**config.mk**
```make
export PLATFORM = sky130hd
export DESIGN_NAME = seven_seg_scan_driver
export DESIGN_NICKNAME = d
export VERILOG_FILES = /design/src/rtl/seven_seg_scan_driver.sv
export SDC_FILE = /design/constraint.sdc
export NUM_CORES = 1
export LEC_CHECK = 0
export CAP_MARGIN = 10
export CORE_UTILIZATION = 60
export DETAILED_ROUTE_END_ITERATION = 6
export DONT_BUFFER_PORTS = 1
export PLACE_DENSITY_LB_ADDON = 0.05
export RECOVER_POWER = 50
export SYNTH_ARGS = -nofsm -noshare
export SYNTH_HDL_FRONTEND = slang
export SYNTH_SLANG_ARGS = --single-unit
```
**constraint.sdc**
```tcl
create_clock -name clk -period 2.8 [get_ports clk]
set_clock_uncertainty 0.05 [all_clocks]
set_input_delay 0.28 -clock clk [delete_from_list [all_inputs] [get_ports clk]]
set_output_delay 0.28 -clock clk [all_outputs]
set_load 0.02 [all_outputs]
```
**src/rtl/seven_seg_scan_driver.sv**
```systemverilog
// ============================================================================
//  Module      : seven_seg_scan_driver
//  Description : Time-multiplexed hex driver for N digits on a shared 7-segment
//                bus, with leading-zero blanking and frame-aligned double buffer.
//  Revision    : 1.0 - initial release
// ============================================================================
`default_nettype none

module seven_seg_scan_driver #(
    parameter int N_DIGITS     = 4,
    parameter int SCAN_DIV     = 50000,
    parameter int BLANK_CYCLES = 16,
    parameter bit SEG_ACT_LOW  = 1'b1,
    parameter bit DIG_ACT_LOW  = 1'b1
) (
    input  logic                  clk,
    input  logic                  rst_n,
    input  logic [4*N_DIGITS-1:0] value_in,
    input  logic                  load,
    input  logic [N_DIGITS-1:0]   dot_in,
    input  logic [N_DIGITS-1:0]   digit_en,
    input  logic                  lzb_en,
    output logic [6:0]            seg_out,
    output logic                  dot_out,
    output logic [N_DIGITS-1:0]   dig_sel,
    output logic                  frame_done
);

    localparam int c_PW = (SCAN_DIV > 1) ? $clog2(SCAN_DIV) : 1;
    localparam int c_IW = (N_DIGITS > 1) ? $clog2(N_DIGITS) : 1;

    localparam logic [c_PW-1:0]     c_PRESC_TC = c_PW'(SCAN_DIV - 1);
    localparam logic [c_PW-1:0]     c_BLANK    = c_PW'(BLANK_CYCLES);
    localparam logic [6:0]          c_SEG_POL  = {7{SEG_ACT_LOW}};
    localparam logic [N_DIGITS-1:0] c_DIG_POL  = {N_DIGITS{DIG_ACT_LOW}};

    // Active-high {a,b,c,d,e,f,g} pattern for one hex nibble.
    function automatic logic [6:0] hex_to_seg(input logic [3:0] nib);
        logic [6:0] seg;
        case (nib)
            4'h0:    seg = 7'h7E;
            4'h1:    seg = 7'h30;
            4'h2:    seg = 7'h6D;
            4'h3:    seg = 7'h79;
            4'h4:    seg = 7'h33;
            4'h5:    seg = 7'h5B;
            4'h6:    seg = 7'h5F;
            4'h7:    seg = 7'h70;
            4'h8:    seg = 7'h7F;
            4'h9:    seg = 7'h7B;
            4'hA:    seg = 7'h77;
            4'hB:    seg = 7'h1F;
            4'hC:    seg = 7'h4E;
            4'hD:    seg = 7'h3D;
            4'hE:    seg = 7'h4F;
            default: seg = 7'h47;
        endcase
        return seg;
    endfunction

    logic [c_PW-1:0]       r_presc;
    logic [c_IW-1:0]       w_idx;
    logic                  w_last_slot;
    logic                  w_presc_tc;
    logic                  w_boundary;

    logic [4*N_DIGITS-1:0] r_shadow_val;
    logic [N_DIGITS-1:0]   r_shadow_dot;
    logic [4*N_DIGITS-1:0] r_active_val;
    logic [N_DIGITS-1:0]   r_active_dot;

    logic [N_DIGITS-1:0]   w_lz_blank;
    logic                  w_zero_above;
    logic [N_DIGITS-1:0]   w_onehot;
    logic [3:0]            w_nib;
    logic                  w_cur_dot;
    logic                  w_cur_vis;
    logic                  w_show;
    logic [6:0]            w_seg;

    assign w_presc_tc = (r_presc == c_PRESC_TC);
    assign w_boundary = w_presc_tc & w_last_slot;

    always_ff @(posedge clk or negedge rst_n) begin
        if (!rst_n) begin
            r_presc <= '0;
        end else if (w_presc_tc) begin
            r_presc <= '0;
        end else begin
            r_presc <= r_presc + c_PW'(1);
        end
    end

    // A single-digit display has no index register; every slot ends a frame.
    if (N_DIGITS == 1) begin : g_idx_single
        assign w_idx       = '0;
        assign w_last_slot = 1'b1;
    end else begin : g_idx_multi
        logic [c_IW-1:0] r_idx;

        always_ff @(posedge clk or negedge rst_n) begin
            if (!rst_n) begin
                r_idx <= '0;
            end else if (w_presc_tc) begin
                r_idx <= w_last_slot ? '0 : r_idx + c_IW'(1);
            end
        end

        assign w_idx       = r_idx;
        assign w_last_slot = (r_idx == c_IW'(N_DIGITS - 1));
    end

    // A load coinciding with the boundary bypasses the shadow so it is not lost a frame.
    always_ff @(posedge clk or negedge rst_n) begin
        if (!rst_n) begin
            r_shadow_val <= '0;
            r_shadow_dot <= '0;
            r_active_val <= '0;
            r_active_dot <= '0;
        end else begin
            if (load) begin
                r_shadow_val <= value_in;
                r_shadow_dot <= dot_in;
            end
            if (w_boundary) begin
                r_active_val <= load ? value_in : r_shadow_val;
                r_active_dot <= load ? dot_in   : r_shadow_dot;
            end
        end
    end

    // Walk from the most significant nibble down; digit 0 is never blanked.
    always_comb begin
        w_lz_blank   = '0;
        w_zero_above = 1'b1;
        for (int i = N_DIGITS - 1; i >= 0; i--) begin
            w_zero_above = w_zero_above & (r_active_val[4*i +: 4] == 4'h0);
            if (i != 0) begin
                w_lz_blank[i] = lzb_en & w_zero_above;
            end
        end
    end

    always_comb begin
        w_nib     = '0;
        w_cur_dot = 1'b0;
        w_cur_vis = 1'b0;
        w_onehot  = '0;
        for (int i = 0; i < N_DIGITS; i++) begin
            if (w_idx == c_IW'(i)) begin
                w_nib       = r_active_val[4*i +: 4];
                w_cur_dot   = r_active_dot[i];
                w_cur_vis   = digit_en[i] & ~w_lz_blank[i];
                w_onehot[i] = 1'b1;
            end
        end
    end

    assign w_show = (r_presc >= c_BLANK) & w_cur_vis;
    assign w_seg  = hex_to_seg(w_nib);

    // Polarity is applied by XOR so that "off" is simply the polarity constant.
    always_ff @(posedge clk or negedge rst_n) begin
        if (!rst_n) begin
            seg_out    <= c_SEG_POL;
            dot_out    <= SEG_ACT_LOW;
            dig_sel    <= c_DIG_POL;
            frame_done <= 1'b0;
        end else begin
            seg_out    <= (w_show ? w_seg : 7'h00) ^ c_SEG_POL;
            dot_out    <= (w_show & w_cur_dot) ^ SEG_ACT_LOW;
            dig_sel    <= (w_show ? w_onehot : '0) ^ c_DIG_POL;
            frame_done <= w_boundary;
        end
    end

endmodule

`default_nettype wire

```
==> flow_summary.toml <==
[grt]
grt_pass1_wl_um = 10090
grt-ovfl-total = 0
antenna_found_initial = 0
grt_pass1_vias = 2007
grt.total_usage_pct = 22.35
grt_max_degree = 72

[logic_synthesis]
ys_async_sr_fraction_pct = 100.0
yosysSeqAreaShare_pct = 52.13
synth_edf_count = 0
ys.flop_type = "dfrtp_1"
synth.distinct_cells = 45
yosysTopAreaCell = "dfrtp_1"
syn_inst = 279
yosysWarnings = 0
syn_nets = 319
netlist_area_sq_um = 3437
yosys-top-cells-area = "dfrtp_1, dfstp_2, mux2_4, mux2_2, ha_1"
synth-seq-cells = 71
syn-mean-instance-area_sq_um = 12.32
synth_top_area_share_pct = 42.96

[sta]
period_share_pct = 89.30
fmax_mhz = 399.9
layout_setup_ws_ps = 299.7
relSlewSlack_pct = -10.73
finalHoldViolations = 0
min_period_ps = 2500
rsz0062_at_grt = "false"
setup_tns_ps = 0
tightest_slew_ps = 1661
final_max_slew_viol_count = 72
setup_viol_count_final = 0

[layout]
layout.nets = 324
diodes = 0
area_growth_syn_to_layout_pct = 7.645
nFillCells = 409
seqCellArea_sq_um = 1792
final_cell_area_sq_um = 3700
final_util_pct = 67.19
drive_above_1_share_pct = 25.61
multi_input_area_sq_um = 1510

[placed_design]
dpl.hpwl_um = 4003
place.gp.congestion = 0.7911
dp_slack_ps = 335.5
port-buffer-count = 0
placed_cell_area_sq_um = 3456

[clock_network]
cts_root_buf = "clkbuf_8"
htreeDepth = 3
clkLatencyLatePin_ps = 350
cts.sinks = 71
clk_pin_slew_worst_paths_ps = 80
cts_tree = "yes"
cts_buffer_depth = 2
post-cts-setup-buffers = 0
cts_buffers = 9

[outcome]
status = "finished, violations left"
violations = "capacitance limit, slew limit"

[drt]
routed_wl_um = 5823
initialDrtViolationCount = 155
postRouteAntennaNets = 0
routed-via-count = 2064
drc = 0
first_pass_iters = 4
wire_per_inst_um = 16.13
vias_per_cell = 5.717

[pwr]
power_density_nw_per_um2 = 589.3
leakagePower_nw = 1.714
ir_worst_vdd_v = 0.0003947
total_power_mw = 2.180

[floorplanning]
start_util_pct = 62.42
die-area_sq_um = 6035
core_sq_um = 5507
row_count = 27
chipWidth_um = 77.69
die_h_um = 77.69
ioPinCount = 41

[worst_setup_path]
path_max_fanout = 21
critPathCaptureType = "register"
critical_path_class = "register to register"
cp_slowest_cell = "ha_1"
crit_arrival_ps = 2730
cp_common_cell = "ha_1"
critical_path_required_ps = 3030
startpoint_type = "register"
crit_chain = "ha_1, a211oi_1, a221o_1, inv_1, ha_1, mux2i_1, mux2_2, nand2_1"
crit_path_max_incr_delay_ps = 610

[flow_run]
cap_violations = 1

[worst_hold_path]
min_path_type = "input pin to register"
-- cell families after synthesis --
kind of cell	count (synthesis)	share of synthesized area, %
buffers and inverters	22	3.932
adders and majority gates	12	4.368
AOI/OAI and AO/OA	26	5.388
xor gates and xnor gates	14	3.568
muxes	44	16.49
and+or+nand+nor	90	14.12
DFF	71	52.13
-- layer usage --
metal	global-route usage, %	routed length [um]	vias up
met1	31.44	2867	1023
met3	6.118	285	12
met4	11.89	129	0
met5	0	0	-
li1	-	-	983
met2	31.42	2541	46
-- worst max-delay path, delay by kind of cell, from the launching register on --
kind | cells | cell delay, ps
AO/OA/AOI/OAI | 2 | 540
adder cells (fa/ha/maj) | 2 | 870
buffers and inverters | 1 | 140
flip-flops | 1 | 400
multiplexers | 2 | 360
AND/OR/NAND/NOR | 1 | 70
-- synthesized netlist by cell type (all sizes together) (3+ instances only) --
cell type	number
dfstp	12
mux2i	3
xor2	9
or4	3
inv	11
a211oi	4
nor3b	4
o211ai	3
nand4	4
ha	12
o21ai	6
xnor2	5
nor3	7
clkbuf	5
a221o	4
buf	6
nor2	20
nand3	12
a21oi	3
nand3b	5
dfrtp	59
nand2	23
mux2	41
-- power by group --
part | switching [mW] | internal [mW]
clock network | 0.408 | 0.513
registers | 0.0350 | 1.09
logic | 0.0689 | 0.0685
total | 0.512 | 1.67
-- state kept, by name (all words and copies together), names as in the netlist --
register / flops
r_presc: 16
r_shadow_dot: 4
r_active_dot: 4
frame_done: 1
seg_out: 7
dot_out: 1
r_shadow_val: 16
r_active_val: 16
dig_sel: 4
g_idx_multi.r_idx: 2
-- timing repair --
| item | CTS | global route |
|---|---|---|
| endpoints found under the hold margin | 71 | 0 |
| hold buffers | 2 | 0 |
| resized for setup | 0 | 0 |
-- layout make-up --
class	instances	share of cell area (%)
clock buffers	9	3.348
repair buffers	5	1.015
multi-input cells	186	40.82
inverters	11	1.116
clock inverters	7	2.841
flip-flops and latches	71	48.43
well taps	72	2.435
-- per-stage QoR --
step	hold WS, ps	cells
6_report	45.53	361
3_3_place_gp	-63.74	343
3_5_place_dp	-63.58	343
4_1_cts	27.45	361
5_1_grt	29.66	361
2_1_floorplan	-65.59	279
-- cell usage in the layout, fill, tap and decap left out, types with 4 or more instances in the layout --
cell / count
dfstp_2: 12
xor2_1: 9
mux2_4: 20
nor3b_1: 4
mux2_2: 15
nand3b_1: 5
o21ai_0: 6
dfrtp_1: 59
a221o_1: 4
nand3_1: 11
xnor2_1: 5
nor2_1: 20
ha_1: 12
clkbuf_8: 9
mux2_1: 6
nand2_1: 23
a211oi_1: 4
inv_1: 11
nor3_1: 7
-- path summary, 6_finish.rpt --
path,endpoint,cells after the start,slack (ps),startpoint
setup / recovery,seg_out[3],8,300,g_idx_multi.r_idx[0]
hold / removal,r_shadow_val[13],1,50,value_in[13]
setup reg to reg,seg_out[3],8,300,g_idx_multi.r_idx[0]
hold reg to reg,r_shadow_val[13],1,450,r_shadow_val[13]
max in group asynchronous,r_presc[15],2,840,rst_n
min in group asynchronous,r_shadow_dot[3],2,860,rst_n
(Power assumes the default switching activity.)
